**config.mk**
```make
export PLATFORM = sky130hd
export DESIGN_NAME = harvos_dmem_arb
export DESIGN_NICKNAME = d
export VERILOG_FILES = /design/src/rtl/harvos_dmem_arb.sv
export SDC_FILE = /design/constraint.sdc
export NUM_CORES = 1
export LEC_CHECK = 0
export ABC_CLOCK_PERIOD_IN_PS = 7500
export BUFFER_PORTS_ARGS = -buffer_cell sky130_fd_sc_hd__buf_2
export CORE_AREA = 2 2 124 126
export CTS_BUF_LIST = sky130_fd_sc_hd__clkbuf_4
export CTS_CLUSTER_SIZE = 30
export DETAILED_ROUTE_END_ITERATION = 12
export DIE_AREA = 0 0 126 128
export SLEW_MARGIN = 40
export SYNTH_ARGS = -nofsm -noshare
export SYNTH_HDL_FRONTEND = slang
export SYNTH_SLANG_ARGS = --single-unit
```
**constraint.sdc**
```tcl
create_clock -name clk -period 7.5 [get_ports clk]
set_clock_uncertainty 0.15 [all_clocks]
set_input_delay 1.5 -clock clk [delete_from_list [all_inputs] [get_ports clk]]
set_output_delay 1.5 -clock clk [all_outputs]
set_load 0.05 [all_outputs]
```
**src/rtl/harvos_dmem_arb.sv**
```systemverilog
// rtl/harvos_dmem_arb.sv - two-master round-robin arbiter for the shared data-memory port
// Ports: clk, rst (async, active-high)
//        m0_* core LSU / m1_* debug module: req_valid/ready, addr, we, wdata, be; rsp_valid, rsp_rdata, rsp_err
//        mem_*: req_valid/ready, addr, we, wdata, be to memory; rsp_valid, rsp_rdata, rsp_err from memory
//        busy (not IDLE), timeout_o (forced error response), stray_rsp_o (response outside RSP)
module harvos_dmem_arb #(
   parameter int unsigned TIMEOUT = 255
) (
   input  logic        clk,
   input  logic        rst,
   input  logic        m0_req_valid,
   output logic        m0_req_ready,
   input  logic [31:0] m0_req_addr,
   input  logic        m0_req_we,
   input  logic [31:0] m0_req_wdata,
   input  logic [3:0]  m0_req_be,
   output logic        m0_rsp_valid,
   output logic [31:0] m0_rsp_rdata,
   output logic        m0_rsp_err,
   input  logic        m1_req_valid,
   output logic        m1_req_ready,
   input  logic [31:0] m1_req_addr,
   input  logic        m1_req_we,
   input  logic [31:0] m1_req_wdata,
   input  logic [3:0]  m1_req_be,
   output logic        m1_rsp_valid,
   output logic [31:0] m1_rsp_rdata,
   output logic        m1_rsp_err,
   output logic        mem_req_valid,
   input  logic        mem_req_ready,
   output logic [31:0] mem_addr,
   output logic        mem_we,
   output logic [31:0] mem_wdata,
   output logic [3:0]  mem_be,
   input  logic        mem_rsp_valid,
   input  logic [31:0] mem_rsp_rdata,
   input  logic        mem_rsp_err,
   output logic        busy,
   output logic        timeout_o,
   output logic        stray_rsp_o
);

   typedef enum logic [1:0] {
      IDLE = 2'd0,
      REQ  = 2'd1,
      RSP  = 2'd2
   } state_t;

   localparam logic [7:0] TIMEOUT_CNT = 8'(TIMEOUT);

   state_t      state_q, state_d;
   logic        last_grant_q;
   logic        owner_q;
   logic        hold_q;
   logic [7:0]  cnt_q;
   logic [31:0] addr_q;
   logic        we_q;
   logic [31:0] wdata_q;
   logic [3:0]  be_q;

   logic        grant0, grant1;
   logic        rsp_fire, to_fire;
   logic        rsp_any;

   always_comb begin
      state_d  = state_q;
      grant0   = 1'b0;
      grant1   = 1'b0;
      rsp_fire = 1'b0;
      to_fire  = 1'b0;
      case (state_q)
         IDLE: begin
            // hold_q blocks arbitration in the first IDLE cycle after a response;
            // rst gating keeps ready low while reset is held
            if (!hold_q && !rst) begin
               if (m1_req_valid && (!m0_req_valid || !last_grant_q)) begin
                  grant1 = 1'b1;
               end else if (m0_req_valid) begin
                  grant0 = 1'b1;
               end
               if (grant0 || grant1) begin
                  state_d = REQ;
               end
            end
         end
         REQ: begin
            if (mem_req_ready) begin
               state_d = RSP;
            end
         end
         RSP: begin
            // a real response wins over a timeout landing in the same cycle
            if (mem_rsp_valid) begin
               rsp_fire = 1'b1;
               state_d  = IDLE;
            end else if (cnt_q == TIMEOUT_CNT) begin
               to_fire = 1'b1;
               state_d = IDLE;
            end
         end
         default: begin
            state_d = IDLE;
         end
      endcase
   end

   assign rsp_any = rsp_fire || to_fire;

   always_comb begin
      m0_req_ready  = grant0;
      m1_req_ready  = grant1;
      m0_rsp_valid  = rsp_any && !owner_q;
      m1_rsp_valid  = rsp_any && owner_q;
      // timeout responses carry err=1, rdata=0; idle responders show all zeros
      m0_rsp_rdata  = (m0_rsp_valid && rsp_fire) ? mem_rsp_rdata : 32'd0;
      m1_rsp_rdata  = (m1_rsp_valid && rsp_fire) ? mem_rsp_rdata : 32'd0;
      m0_rsp_err    = m0_rsp_valid && (rsp_fire ? mem_rsp_err : 1'b1);
      m1_rsp_err    = m1_rsp_valid && (rsp_fire ? mem_rsp_err : 1'b1);
      mem_req_valid = (state_q == REQ);
      mem_addr      = mem_req_valid ? addr_q  : 32'd0;
      mem_we        = mem_req_valid ? we_q    : 1'b0;
      mem_wdata     = mem_req_valid ? wdata_q : 32'd0;
      mem_be        = mem_req_valid ? be_q    : 4'd0;
      busy          = (state_q != IDLE);
      timeout_o     = to_fire;
      stray_rsp_o   = mem_rsp_valid && (state_q != RSP) && !rst;
   end

   always_ff @(posedge clk or posedge rst) begin
      if (rst) begin
         state_q      <= IDLE;
         last_grant_q <= 1'b1;
         owner_q      <= 1'b0;
         hold_q       <= 1'b0;
         cnt_q        <= 8'd0;
         addr_q       <= 32'd0;
         we_q         <= 1'b0;
         wdata_q      <= 32'd0;
         be_q         <= 4'd0;
      end else begin
         state_q <= state_d;
         hold_q  <= (state_q == RSP) && (state_d == IDLE);
         if (grant0 || grant1) begin
            last_grant_q <= grant1;
            owner_q      <= grant1;
            addr_q       <= grant1 ? m1_req_addr  : m0_req_addr;
            we_q         <= grant1 ? m1_req_we    : m0_req_we;
            wdata_q      <= grant1 ? m1_req_wdata : m0_req_wdata;
            be_q         <= grant1 ? m1_req_be    : m0_req_be;
         end
         if (state_q == REQ && mem_req_ready) begin
            cnt_q <= 8'd0;
         end else if (state_q == RSP && !mem_rsp_valid && cnt_q != TIMEOUT_CNT) begin
            cnt_q <= cnt_q + 8'd1;
         end
      end
   end

endmodule

```
==> results of run 1 <==
## stage by stage
stage | total power [mW] | instances | hold slack [ps] | instance area [µm²]
2_1_floorplan | 1.77 | 522 | 292 | 4800
3_3_place_gp | 2.06 | 998 | 303 | 6480
3_5_place_dp | 2.08 | 998 | 311 | 6480
4_1_cts | 2.34 | 1013 | 334 | 6610
5_1_grt | 2.47 | 1016 | 356 | 6620
6_report | 2.30 | 1016 | 329 | 6620
## routing by layer
metal | wire, µm | vias to the layer above | share of wire [%] | track usage, %
met3 | 1120 | 14 | 8.0 | 4.97
met1 | 5600 | 1989 | 40 | 19.1
met2 | 6960 | 193 | 50 | 30.4
li1 | - | 2323 | - | -
met4 | 254 | 2 | 1.8 | 5.69
met5 | 16 | - | 0.11 | 0
## cell usage after synthesis (2+ instances only)
| library cell | instances | area [µm²] |
|---|---|---|
| mux2i_1 | 70 | 701 |
| buf_6 | 3 | 33.8 |
| o211ai_1 | 3 | 22.5 |
| o21ai_1 | 24 | 120 |
| o31ai_1 | 3 | 22.5 |
| nand2_1 | 79 | 297 |
| xor2_1 | 2 | 17.5 |
| nand4_1 | 2 | 12.5 |
| nand2b_1 | 2 | 12.5 |
| nor2_1 | 7 | 26.3 |
| and2_1 | 136 | 851 |
| buf_8 | 5 | 75.1 |
| inv_1 | 5 | 18.8 |
| nor3_1 | 2 | 10.0 |
| nand3_1 | 3 | 15.0 |
| dfrtp_1 | 81 | 2030 |
| and3_1 | 4 | 25.0 |
| buf_2 | 4 | 20.0 |
| clkbuf_1 | 25 | 93.8 |
| nor3b_1 | 2 | 15.0 |
| o21ai_0 | 47 | 235 |
| o21ai_2 | 2 | 17.5 |
## sequential cells by signal (all words and copies together) (netlist names)
| register | count |
|---|---|
| be_q | 4 |
| last_grant_q | 1 |
| state_q | 2 |
| addr_q | 32 |
| cnt_q | 8 |
| owner_q | 1 |
| we_q | 1 |
| hold_q | 1 |
| wdata_q | 32 |
## layout make-up
class	instances	area share, %
Sequential cell	82	31.0
Timing Repair Buffer	325	24.8
Antenna cell	3	0.113
Clock inverter	6	0.889
Tap cell	188	3.55
Clock buffer	9	1.02
Multi-Input combinational cell	398	38.3
Inverter	5	0.321
## power groups by stage
stage	registers [mW]	clock network (mW)	logic, mW
2_1_floorplan	0.715	0	1.05
3_3_place_gp	0.738	0	1.33
3_5_place_dp	0.744	0	1.33
4_1_cts	0.734	0.266	1.34
5_1_grt	0.763	0.281	1.43
6_report	0.731	0.252	1.31
## cell usage in the layout (no fill, tap or decap), drive strengths merged
cell type	Yosys	layout
dfrtp	81	81
o31ai	3	3
dfstp	1	1
ha	1	1
nor3	2	2
mux2i	70	70
nor2b	1	1
or3	1	1
inv	5	5
o21ai	73	73
clkinv	0	5
nor3b	3	3
and2b	1	1
nand3	3	3
bufinv	0	1
buf	12	325
and3	4	4
diode	0	3
o211ai	4	4
and2	136	136
nand2b	2	2
nor4	1	1
xor2	2	2
nand2	79	79
nand4	2	2
a21oi	1	1
clkbuf	25	9
or2	1	1
nor2	7	7
a211oi	1	1
## worst max-delay path, delay by kind of cell
family | cells | cell delay [ps]
buffers and inverters | 3 | 590
AND/OR/NAND/NOR | 2 | 960
## cell families (layout without fill, tap and decap cells)
group           Yosys count  in the layout  synth area share [%]
xor+xnor                  2              2                 0.365
buf+inv                  42            345                  5.03
simple gates            243            243                  27.7
flops                    82             82                  42.8
mux                      70             70                  14.6
other cells               0              3                     0
fa+ha+maj                 1              1                 0.261
compound gates           82             82                  9.23
## path summary, 6_finish.rpt
| check | from | endpoint | slack (ps) |
|---|---|---|---|
| min in group asynchronous | rst | addr_q[21] | 990 |
| hold / removal | last_grant_q | last_grant_q | 330 |
| setup / recovery | rst | m1_req_ready | 2770 |
| max in group asynchronous | rst | wdata_q[17] | 5240 |
| setup reg to reg | state_q[1] | wdata_q[4] | 4650 |
| hold reg to reg | last_grant_q | last_grant_q | 330 |
==> results.sh, run 1 <==
export IMPL_outcome="complete, no violations"
export IMPL_cts_sinks=82
export IMPL_relSlewSlack_pct=51.3
export IMPL_vias=4521
export IMPL_cts_htree_levels=3
export IMPL_syn_area_per_cell_um2=9.19
export IMPL_synth_ff_type="dfrtp_1"
export IMPL_globalRouteOverflowTotal=0
export IMPL_finalSetupViolCount=0
export IMPL_cts_setup_buffers=0
export IMPL_hold_class="register to register"
export IMPL_crit_arrival_ps=3080
export IMPL_worstPathCellList="buf_2 > nor4_4 > nand3_4 > inv_1 > buf_2"
export IMPL_nFillCells=1550
export IMPL_critPathMaxFanout=35
export IMPL_syn_nets=700
export IMPL_path_class="input pin to output port"
export IMPL_clockPowerShare_pct=11.0
export IMPL_ys_types=33
export IMPL_p_int_mw=1.10
export IMPL_syn_cell_area_um2=4800
export IMPL_p_leak_nw=4.08
export IMPL_powerDensity_nw_per_um2=347
export IMPL_grt_pass1_wl_mm=21.5
export IMPL_cts_made_buffers=9
export IMPL_syn_inst=522
export IMPL_wirelength_mm=14.0
export IMPL_p_switching_mw=1.19
export IMPL_grt_max_degree=89
export IMPL_ys_warn_count=0
export IMPL_multi_input_area_um2=2530
export IMPL_cts_buffer_depth=2
export IMPL_drc=0
export IMPL_first_pass_iters=5
export IMPL_initial_core_util_pct=32.3
export IMPL_slew_violations=0
export IMPL_port_buffers=319
export IMPL_regArea_um2=2050
export IMPL_tritoncts="yes"
export IMPL_min_period_ps=4730
export IMPL_switching_share_pct=51.9
export IMPL_seq_power_share_pct=31.8
export IMPL_cp_end_kind="output port"
export IMPL_io_pins=320
export IMPL_fmax_ghz=0.211
export IMPL_pwr_share_comb_pct=57.2
export IMPL_grt_pass1_vias=4291
export IMPL_drtAntennaViolNets=0
export IMPL_worstSkewPairLatency_ps=410
export IMPL_finalCritPeriodShare_pct=63.1
export IMPL_antenna_found_initial=4
export IMPL_cp_required_ps=5850
export IMPL_ys_ff_latch=82
export IMPL_crit_top_cell="buf_2"
export IMPL_worst_path_max_delay_cell="nand3_4"
export IMPL_core_area_um2=14900
export IMPL_reg2reg_depth=5
export IMPL_avgRoutedWirePerCell_um=13.7
export IMPL_die_area_um2=16100
export IMPL_die_w_um=126
export IMPL_area_growth_pct=37.9
export IMPL_synth_edf_count=0
export IMPL_grt_use_total_pct=16.8
export IMPL_fin_setup_tns_ps=0
export IMPL_critPathLaunchType="input pin"
export IMPL_drive_gt1_share_pct=42.5
export IMPL_gp_routability_congestion=0.829
export IMPL_clk_pin_slew_ps=120
export IMPL_tightestPinTransition_ps=731
export IMPL_utilization_pct=44.5
export IMPL_maxCapViolations=0
export IMPL_cts_root_buffer="clkbuf_4"
export IMPL_rows=45
export IMPL_viasPerCell=4.45
export IMPL_ys_seq_area_share_pct=42.8
export IMPL_max_stage_delay_ps=580
export IMPL_rsz0062_at_grt="no"
export IMPL_die_h_um=128
export IMPL_post_place_ws_ps=2740
export IMPL_cts_hold_buffers=0
export IMPL_ctsResizeCount=0
export IMPL_holdPathStages=2
export IMPL_detailed_place_hpwl_mm=11.0
export IMPL_vdd_drop_max_uv=175
export IMPL_synthArstFlopShare_pct=100
export IMPL_drtIter0Drc=103
export IMPL_layout_nets=999
export IMPL_setup_slack_ps=2770
export IMPL_hold_viol=0
Note: power is estimated with default switching activity, not from simulation.
==> run 2, diff against run 1 <==
Settings changed: ABC_CLOCK_PERIOD_IN_PS 7500 to 4300, PLACE_DENSITY set to 0.67.
Clock period 7.5 ns to 4.3 ns, I/O delays scaled along.
==> run 2 against run 1 <==
Core utilization increased by 0.63 points. Sequential share of layout area down 0.43 points. Combinational power grew 76%. Register-to-register slack worse by 3000 ps. Clock power is 130% higher. Final cell count grew 0.49%. Critical path depth is 1 lower. First-iteration DRC count is 26% lower. Power is 81% higher. Worst setup slack lost 1800 ps. Highest routed layer is now met4.
==> results.sh, run 2 (synthesis results as in run 1) <==
export IMPL_multi_input_area_um2=2530
export IMPL_rows=45
export IMPL_globalRouteOverflowTotal=0
export IMPL_cts_root_buffer="clkbuf_4"
export IMPL_grt_pass1_vias=4354
export IMPL_die_area_um2=16100
export IMPL_cp_required_ps=3290
export IMPL_initial_core_util_pct=32.3
export IMPL_hold_viol=0
export IMPL_grt_max_degree=96
export IMPL_relSlewSlack_pct=50.2
export IMPL_outcome="complete, no violations"
export IMPL_clockPowerShare_pct=13.9
export IMPL_powerDensity_nw_per_um2=619
export IMPL_finalCritPeriodShare_pct=78.0
export IMPL_post_place_ws_ps=1090
export IMPL_drtAntennaViolNets=0
export IMPL_vdd_drop_max_uv=341
export IMPL_grt_use_total_pct=18.0
export IMPL_antenna_found_initial=6
export IMPL_critPathMaxFanout=38
export IMPL_p_leak_nw=4.12
export IMPL_ctsResizeCount=0
export IMPL_cts_made_buffers=9
export IMPL_avgRoutedWirePerCell_um=14.4
export IMPL_port_buffers=319
export IMPL_area_growth_pct=39.9
export IMPL_seq_power_share_pct=30.9
export IMPL_cts_buffer_depth=2
export IMPL_tightestPinTransition_ps=746
export IMPL_layout_nets=1000
export IMPL_io_pins=320
export IMPL_drtIter0Drc=76
export IMPL_hold_slack_ps=231
export IMPL_maxCapViolations=0
export IMPL_die_h_um=128
export IMPL_crit_arrival_ps=2340
export IMPL_min_period_ps=3350
export IMPL_cts_sinks=82
export IMPL_pwr_share_comb_pct=55.3
export IMPL_p_switching_mw=2.08
export IMPL_cp_end_kind="output port"
export IMPL_rsz0062_at_grt="no"
export IMPL_worstSkewPairLatency_ps=430
export IMPL_cts_hold_buffers=0
export IMPL_tritoncts="yes"
export IMPL_drive_gt1_share_pct=42.7
export IMPL_core_area_um2=14900
export IMPL_viasPerCell=4.45
export IMPL_finalSetupViolCount=0
export IMPL_slew_violations=0
export IMPL_path_class="register to output port"
export IMPL_rrSetupSlack_ps=1620
export IMPL_gp_routability_congestion=0.991
export IMPL_fmax_ghz=0.298
export IMPL_cts_setup_buffers=0
export IMPL_final_cell_mix="buf_2, and2_1, dfrtp_1"
export IMPL_wirelength_mm=14.7
export IMPL_regArea_um2=2050
export IMPL_grt_pass1_wl_mm=22.5
export IMPL_cts_htree_levels=3
export IMPL_vias=4545
export IMPL_reg_top3="addr_q (32), wdata_q (32), cnt_q (8)"
export IMPL_switching_share_pct=50.2
export IMPL_die_w_um=126
export IMPL_final_common_cell="buf_2"
export IMPL_nFillCells=1545
export IMPL_critPathLaunchType="register"
export IMPL_setup_slack_ps=946
export IMPL_fin_setup_tns_ps=0
export IMPL_first_pass_iters=4
export IMPL_clk_pin_slew_ps=140
export IMPL_hold_class="input pin to async pin"
export IMPL_drc=0
export IMPL_detailed_place_hpwl_mm=12.0
export IMPL_p_int_mw=2.07
run 2: cell count changes in the layout (fill, tap and decap cells not counted), sizes merged:
cell,change
clkinvlp,+1
clkbuf,+1
clkinv,-2
buf,+1
bufinv,+2
diode,+3
inv,-1
run 2: worst paths after layout:
check | start | endpoint | depth (start not counted)
hold / removal | rst | addr_q[1] | 2
setup / recovery | state_q[0] | mem_wdata[15] | 4
hold reg to reg | last_grant_q | last_grant_q | 2
min in group clk | last_grant_q | last_grant_q | 2
setup reg to reg | state_q[1] | wdata_q[3] | 5
max in group asynchronous | rst | wdata_q[2] | 3
run 2: final cells by class:
class | instances | share of cell area (%)
Antenna cell | 6 | 0.224
Clock buffer | 10 | 1.12
Clock inverter | 6 | 1.72
Inverter | 5 | 0.298
Multi-Input combinational cell | 398 | 37.7
Sequential cell | 82 | 30.6
Tap cell | 188 | 3.50
Timing Repair Buffer | 326 | 24.8
run 2: metrics by stage:
stage / total power [mW] / instances / area (µm²) / utilization [%]
2_1_floorplan: 3.08 / 522 / 4800 / -
3_3_place_gp: 3.60 / 999 / 6500 / 43.7
3_5_place_dp: 3.63 / 999 / 6500 / 43.7
4_1_cts: 4.23 / 1015 / 6690 / 45.0
5_1_grt: 4.46 / 1021 / 6710 / 45.2
6_report: 4.15 / 1021 / 6710 / 45.2
run 2: critical path: stages (launching register included):
cell and delay [ps]:
dfrtp_1 520, nor2b_4 690, buf_12 260, and2_1 160, buf_2 260
run 2: metal layers:
layer  global-route usage [%]  vias up  part of all wire, %
met5                        0        -                    0
met4                     11.9        0                  4.3
li1                         -     2328                    -
met2                     31.8      207                   52
met1                     18.7     1987                   37
met3                     4.92       23                  7.7
run 2: power by group through the flow:
stage	registers [mW]	logic [mW]	clock network (mW)
2_1_floorplan	1.25	1.83	0
3_3_place_gp	1.29	2.30	0
6_report	1.28	2.30	0.577
5_1_grt	1.33	2.50	0.630
4_1_cts	1.29	2.33	0.609
3_5_place_dp	1.31	2.33	0
